**src/rtl/seq_priority_encoder_8to3.sv**
```systemverilog
// seq_priority_encoder_8to3: accepts a request vector and streams the index of
// each set bit, one per output handshake, in priority order.
module seq_priority_encoder_8to3 #(
   parameter bit MSB_FIRST = 1'b0
) (
   input  logic       clk,
   input  logic       rst_n,
   input  logic       in_valid,
   output logic       in_ready,
   input  logic [7:0] in_vec,
   output logic       out_valid,
   input  logic       out_ready,
   output logic [2:0] out_idx,
   output logic       out_last,
   output logic       zero_pulse
);
   typedef enum logic {IDLE, EMIT} state_t;

   state_t     state;
   logic [7:0] pending;
   logic [7:0] nxt_pend;
   logic       accept;
   logic       fire;

   // Scan from lowest to highest priority so the last hit wins.
   function automatic logic [2:0] prio(input logic [7:0] v);
      logic [2:0] p;
      p = 3'd0;
      for (int i = 0; i < 8; i++)
         if (v[MSB_FIRST ? i : 7 - i]) p = MSB_FIRST ? 3'(i) : 3'(7 - i);
      return p;
   endfunction

   assign in_ready  = state == IDLE;
   assign out_valid = state == EMIT;
   assign accept    = in_valid && in_ready;
   assign fire      = out_valid && out_ready;

   always_comb begin
      nxt_pend = accept ? in_vec : fire ? pending & ~(8'd1 << out_idx) : pending;
   end

   // Index and last flag are precomputed from the next pending value so that
   // every output comes straight from a register.
   always_ff @(posedge clk or negedge rst_n) begin
      if (!rst_n) begin
         state      <= IDLE;
         pending    <= 8'd0;
         out_idx    <= 3'd0;
         out_last   <= 1'b0;
         zero_pulse <= 1'b0;
      end else begin
         pending    <= nxt_pend;
         zero_pulse <= accept && in_vec == 8'd0;
         if (accept && in_vec != 8'd0) state <= EMIT;
         else if (fire && out_last) state <= IDLE;
         if (nxt_pend != 8'd0) begin
            out_idx  <= prio(nxt_pend);
            out_last <= (nxt_pend & (nxt_pend - 8'd1)) == 8'd0;
         end
      end
   end
endmodule
```
**config.mk**
```make
export PLATFORM = sky130hd
export DESIGN_NAME = seq_priority_encoder_8to3
export DESIGN_NICKNAME = d
export VERILOG_FILES = /design/src/rtl/seq_priority_encoder_8to3.sv
export SDC_FILE = /design/constraint.sdc
export NUM_CORES = 1
export LEC_CHECK = 0
export ABC_AREA = 1
export BUFFER_PORTS_ARGS = -buffer_cell sky130_fd_sc_hd__buf_2
export CORE_ASPECT_RATIO = 0.7
export CORE_MARGIN = 10
export CORE_UTILIZATION = 42
export DETAILED_ROUTE_END_ITERATION = 10
export PLACE_DENSITY = 0.7
export SLEW_MARGIN = 30
export SYNTH_ARGS = -nofsm -noshare
export SYNTH_HDL_FRONTEND = slang
export SYNTH_SLANG_ARGS = --single-unit
```
**constraint.sdc**
```tcl
create_clock -name clk -period 2.3 [get_ports clk]
set_input_delay 0.345 -clock clk [delete_from_list [all_inputs] [get_ports clk]]
set_output_delay 0.345 -clock clk [all_outputs]
set_load 0.02 [all_outputs]
```
==> metrics.md, run 1 <==
| Metric | Value |
|---|---|
| Status | `completed` |
| DR vias | `840` |
| Critical path peak fanout | `14` |
| Die Y | `60.07 um` |
| Routed Antenna Nets | `0` |
| Clock Root Buffer | `clkbuf_4` |
| Max-cap violations | `0` |
| Vias in the first global route | `852` |
| Final wirelength | `2190 um` |
| Multi-input gate area | `496.7 um2` |
| Fmax achieved | `594.7 MHz` |
| First-pass GRT wire length | `3815 um` |
| Static leakage | `0.6163 nW` |
| Mapped Nets | `146` |
| # diodes | `0` |
| Hold Vio Cnt, Final | `0` |
| Final Setup Violations | `0` |
| Pins Over Slew Limit | `0` |
| Syn Inst Count | `134` |
| H-Tree Depth | `1` |
| Starting Density | `0.4435` |
| Crit path DAT | `1.86 ns` |
| IO buf count | `18` |
| Die area | `4640 um2` |
| Avg WL per Cell | `11.65 um` |
| Period utilization | `0.7311` |
| Maximum vdd drop | `0.0006085 V` |
| Mean post-synth cell area | `7.190 um2` |
| Area grow syn2layout | `17.14%` |
| Core Area | `2172 um2` |
| Slowest stage cell, crit path | `dfrtp_1` |
| Most common cell after layout, fill and taps aside | `nand2_1` |
| Dpl hpwl | `1797 um` |
| Cell Chain, Critical Path | `nor2_4 > nor2_1 > a21oi_2 > nand2_2 > nor2_4 > nand2_2 > nand2_1 > inv_1 > nand3_1 > nand2_1` |
| Total placed instance area | `1082 um2` |
| Nets | `169` |
| Clk_skew | `0.002367 ns` |
| Skew-Pair Late Insertion Delay | `0.28 ns` |
| Fill cells | `226` |
| Ys Warns | `0` |
| Crit Path Category | `reg2reg` |
| Setup TNS | `0 ns` |
| Synth cell types | `17` |
| Worst hold-check path type | `in2reg` |
| WP data required | `2.48 ns` |
| Worst setup SP type | `flop` |
| GPL Wtd Cong | `0.8378` |
| Final min period | `1.682 ns` |
| Register area share after synthesis | `0.3636` |
| FF+latch area | `350.3 um2` |
| TritonRoute pass-1 iters | `4` |
| Initial antenna violation count | `0` |
| Total track usage | `0.1027` |
| Crit path largest cell delay | `0.45 ns` |
| CTS Buf Count | `3` |
| Commonest non-fill, non-tap cells in the layout | `34 x nand2_1, 23 x inv_1, 18 x buf_2` |
| Largest net degree at the start of global routing | `15` |
| Worst-Margin Slew | `0.3311 ns` |
| Max-slew headroom | `0.7793` |
| CP Buf/Inv Count | `1` |
| Power density over the cells | `1384 nW/um2` |
| Resized Gates After CTS | `0` |
| Clock tree buffer depth | `2` |
| # clock sinks | `14` |
| Remaining global-route overflow | `0` |
| IO Count | `19` |
| Seq cells post-synth | `14` |
| Fin area | `1129 um2` |
| Crit. End Element | `flop` |
| Layout cells sized above 1 | `0.3526` |
| Crit path max-delay family | `simple AND/OR/NAND/NOR gates` |
| DRC Markers | `0` |
| Row count | `14` |
| 1st-iter DRT viols | `35` |
| Die W | `77.25 um` |
| DR vias/cell | `4.468` |
| Synth Cell Area | `963.4 um2` |
| Clock Pin Slew Worst Setup and Hold Paths | `0.09 ns` |
| CTS tree | `done` |
| RSZ-0062 raised after global routing | `no` |
-- cells by family (layout without fill, tap and decap cells) --
group                  after synthesis  count (layout)  share of synthesized area
AOI/OAI and AO/OA                   12              12                    0.08701
buffers and inverters               29              51                     0.1208
DFF                                 14              14                     0.3636
and+or+nand+nor                     79              79                     0.4286
-- metrics by stage --
step / total power, mW / setup slack [ns] / hold slack [ns] / utilization / instances
after global placement: 1.361 / 0.6693 / 0.2613 / 0.4983 / 183
final: 1.562 / 0.6184 / 0.3351 / 0.5196 / 188
after detailed placement: 1.386 / 0.6366 / 0.2679 / 0.4983 / 183
after global routing: 1.730 / 0.4397 / 0.3424 / 0.5196 / 188
after floorplan: 1.187 / 0.7023 / 0.04941 / - / 134
after CTS: 1.578 / 0.6116 / 0.3189 / 0.5196 / 188
-- worst min-delay path, cell delays in order --
cell and delay (ns):
buf_2 0.09, nor4_1 0.04, nand2_1 0.07, nor2_1 0.04
-- synth_stat cells (all sizes together) --
cell type | count | area share
nand2 | 50 | 0.25
inv | 28 | 0.11
nor2 | 24 | 0.15
dfrtp | 14 | 0.36
a21oi | 8 | 0.053
nand3 | 3 | 0.016
nor4 | 2 | 0.013
o21ai | 2 | 0.014
a21boi | 1 | 0.012
a21o | 1 | 0.0078
buf | 1 | 0.012
-- state kept, by name, summed over array words and instances (netlist names) --
signal      cells
zero_pulse      1
out_last        1
pending         8
out_valid       1
out_idx         3
-- where the power goes --
| part | total [mW] | internal [mW] | switching [mW] |
|---|---|---|---|
| Sequential | 0.427 | 0.350 | 0.0762 |
| Combinational | 0.955 | 0.329 | 0.627 |
| Clock | 0.181 | 0.0963 | 0.0842 |
| Total | 1.56 | 0.775 | 0.787 |
-- layout make-up --
type,count,share of cell area
repair buffers,19,0.08869
clock buffers,4,0.03215
inverters,28,0.09313
well taps,32,0.03548
flip-flops and latches,14,0.3104
multi-input cells,91,0.4401
-- per-layer routing --
metal  wire, um  share of wire  track usage  up-vias
met5          0              0            0        -
met4          9         0.0041      0.02073        0
met3        147          0.067      0.04192        2
met2        970           0.44       0.1675       26
met1       1063           0.49       0.1256      368
li1           -              -            -      444
-- repair_timing --
item	4_1_cts	5_1_grt
hold endpoints to repair	14	0
hold buffers	1	0
setup buffers	0	0
-- worst paths after layout --
| kind | start | end | slack, ns | depth (start not counted) |
|---|---|---|---|---|
| setup / recovery | out_valid | out_last | 0.62 | 10 |
| hold / removal | in_vec[5] | zero_pulse | 0.34 | 4 |
| setup reg to reg | out_valid | out_last | 0.62 | 10 |
| hold reg to reg | out_last | out_last | 0.56 | 2 |
| max in group asynchronous | rst_n | pending[1] | 1.57 | 2 |
| min in group asynchronous | rst_n | zero_pulse | 0.49 | 2 |
Power figures use the tool's default switching activity.
==> run 2: changes to the inputs <==
==> constraint.sdc (replaced) <==
create_clock -name clk -period 1.6 [get_ports clk]
set_input_delay 0.24 -clock clk [delete_from_list [all_inputs] [get_ports clk]]
set_output_delay 0.24 -clock clk [all_outputs]
set_load 0.02 [all_outputs]
==> run 2 against run 1 <==
Net effect: sequential cell count stayed put; clock power is 46% higher; worst setup slack worse by 0.59 ns; largest power group unchanged; non-clock buffer count is 5 higher; critical endpoint unchanged; via count is 5.0% higher.
==> metrics.md, run 2 (synthesis results as in run 1) <==
| Metric | Value |
|---|---|
| Status | `completed (unchanged)` |
| H-Tree Depth | `1 (unchanged)` |
| First-pass GRT wire length | `3843 um (was 3815 um)` |
| Layout cells sized above 1 | `0.3975 (was 0.3526)` |
| Worst hold-check path type | `in2reg (unchanged)` |
| Starting Density | `0.4435 (unchanged)` |
| Post-place setup slack | `-0.08360 ns (was 0.6366 ns)` |
| IO Count | `19 (unchanged)` |
| # clock sinks | `14 (unchanged)` |
| Worst-Margin Slew | `0.3331 ns (was 0.3311 ns)` |
| Max-cap violations | `0 (unchanged)` |
| Clock Pin Slew Worst Setup and Hold Paths | `0.09 ns (about the same)` |
| Slowest stage cell, crit path | `dfrtp_2 (was dfrtp_1)` |
| Remaining global-route overflow | `0 (unchanged)` |
| Crit path DAT | `1.76 ns (was 1.86 ns)` |
| Final min period | `1.576 ns (was 1.682 ns)` |
| Dpl cells | `183 (unchanged)` |
| Final wirelength | `2281 um (was 2190 um)` |
| Commonest non-fill, non-tap cells in the layout | `34 x nand2_1, 23 x inv_1, 18 x buf_2 (unchanged)` |
| Fmax achieved | `634.4 MHz (was 594.7 MHz)` |
| CP dominant cell by count | `nand2_2` |
| Reg power frac | `0.253 (was 0.273)` |
| DR vias | `882 (was 840)` |
| Most common cell after layout, fill and taps aside | `nand2_1 (unchanged)` |
| Crit. End Element | `flop (unchanged)` |
| Worst setup SP type | `flop (unchanged)` |
| Cell internal pwr | `1.220 mW (was 775.3 uW)` |
| TritonRoute pass-1 iters | `4 (unchanged)` |
| Area grow syn2layout | `25.58% (was 17.14%)` |
| DRC Markers | `0 (unchanged)` |
| Die Y | `60.07 um (unchanged)` |
| WHS | `0.2231 ns (was 0.3351 ns)` |
| DR vias/cell | `4.570 (was 4.468)` |
| GPL Wtd Cong | `0.7803 (was 0.8378)` |
| Clock Power Share | `0.110 (was 0.116)` |
| Final worst slack | `0.02364 ns (was 0.6184 ns)` |
| Fin util | `0.5570 (was 0.5196)` |
| Die area | `4640 um2 (unchanged)` |
| Setup TNS | `0 ns (unchanged)` |
| Pins Over Slew Limit | `0 (unchanged)` |
| Crit path max-delay family | `simple AND/OR/NAND/NOR gates (unchanged)` |
| RSZ-0062 raised after global routing | `yes (was no)` |
| Critical path peak fanout | `9 (was 14)` |
| NetSw | `1.178 mW (was 787.1 uW)` |
| Initial antenna violation count | `0 (unchanged)` |
| WP data required | `1.79 ns (was 2.48 ns)` |
| Biggest register | `pending (unchanged)` |
| Static leakage | `0.6483 nW (was 0.6163 nW)` |
| CTS Buf Count | `3 (unchanged)` |
| Final Setup Violations | `0 (unchanged)` |
| Cell Chain, Critical Path | `nor2_4 > buf_6 > nor2_1 > nand2_2 > nand2_4 > inv_2 > nand2_2 > nor2_4 > nand2_2 > nand2_1 > inv_1 > nand3_1 > nand2_1 (was nor2_4 > nor2_1 > a21oi_2 > nand2_2 > nor2_4 > nand2_2 > nand2_1 > inv_1 > nand3_1 > nand2_1)` |
| IO buf count | `18 (unchanged)` |
| Max-slew headroom | `0.7779 (was 0.7793)` |
| Max reg flops | `8 (unchanged)` |
| Non-Filler Instances | `193 (was 188)` |
| Hold Vio Cnt, Final | `0 (unchanged)` |
| Crit Path Category | `reg2reg (unchanged)` |
| CP Buf/Inv Count | `3 (was 1)` |
| Total track usage | `0.1040 (was 0.1027)` |
| Crit path largest cell delay | `0.45 ns (about the same)` |
| # diodes | `0 (unchanged)` |
| Switching Fraction | `0.4913 (was 0.5038)` |
| Clock Root Buffer | `clkbuf_4 (unchanged)` |
| Row count | `14 (unchanged)` |
| Largest net degree at the start of global routing | `15 (unchanged)` |
| Period utilization | `0.9852 (was 0.7311)` |
| Clk_skew | `0.001269 ns (was 0.002367 ns)` |
| Skew-Pair Late Insertion Delay | `0.28 ns (about the same)` |
| CTS tree | `done (unchanged)` |
| Die W | `77.25 um (unchanged)` |
| 1st-iter DRT viols | `67 (was 35)` |
| Leading registers by flop count | `pending (8), out_idx (3) (unchanged)` |
| Power density over the cells | `1981 nW/um2 (was 1384 nW/um2)` |
| Avg WL per Cell | `11.82 um (was 11.65 um)` |
| Vias in the first global route | `867 (was 852)` |
| Comb pwr share | `0.636 (was 0.611)` |
| Routed Antenna Nets | `0 (unchanged)` |
| Dpl hpwl | `1811 um (was 1797 um)` |
| Core Area | `2172 um2 (unchanged)` |
| Clock tree buffer depth | `2 (unchanged)` |
| Nets | `174 (was 169)` |
| Maximum vdd drop | `0.001083 V (was 0.0006085 V)` |
run 2: final cells by class:
class                   count  area, um2
fillers                   229      962.2
clock buffers               4      36.28
well taps                  32      40.04
repair buffers             24      153.9
flip-flops and latches     14      351.6
multi-input cells          91      518.0
inverters                  28      110.1
run 2: worst paths after layout:
check | start | to | slack, ns | cells past startpoint
setup / recovery | out_valid | out_last | 0.02 | 13
hold / removal | in_vec[7] | zero_pulse | 0.22 | 4
setup reg to reg | out_valid | out_last | 0.02 | 13
hold reg to reg | out_last | out_last | 0.56 | 2
max in group asynchronous | rst_n | out_valid | 0.96 | 2
min in group asynchronous | rst_n | zero_pulse | 0.38 | 2
run 2: what timing repair did:
item | in CTS | in global routing
gates resized for setup | 1 | 8
endpoints found under the hold margin | 14 | 0
setup endpoints to repair | 3 | 3
buffers inserted | 2 | 3
hold buffers | 1 | 0
pin swaps | 1 | 4
run 2: per-stage QoR:
step / cell area, um2 / power (mW)
after global routing: 1210 / 2.621
after CTS: 1164 / 2.321
after global placement: 1082 / 1.958
after detailed placement: 1082 / 1.994
final: 1210 / 2.397
after floorplan: 963.4 / 1.706
run 2: metal layers:
metal,track usage,wire length [um],vias up
li1,-,-,449
met1,0.1344,1089,410
met2,0.1615,1004,21
met3,0.04341,177,2
met4,0.01554,9,0
met5,0,0,-
run 2: worst min-delay path, cell delays in order:
cell,delay [ns]
buf_2,0.09
nor4_1,0.04
nand2_1,0.07
nor2_1,0.04
run 2: power by group through the flow:
stage / Clock [mW] / Combinational (mW) / Sequential, mW
final: 0.265 / 1.52 / 0.608
after global routing: 0.289 / 1.71 / 0.621
after CTS: 0.274 / 1.44 / 0.611
after detailed placement: 0 / 1.37 / 0.619
after global placement: 0 / 1.35 / 0.609
after floorplan: 0 / 1.05 / 0.658
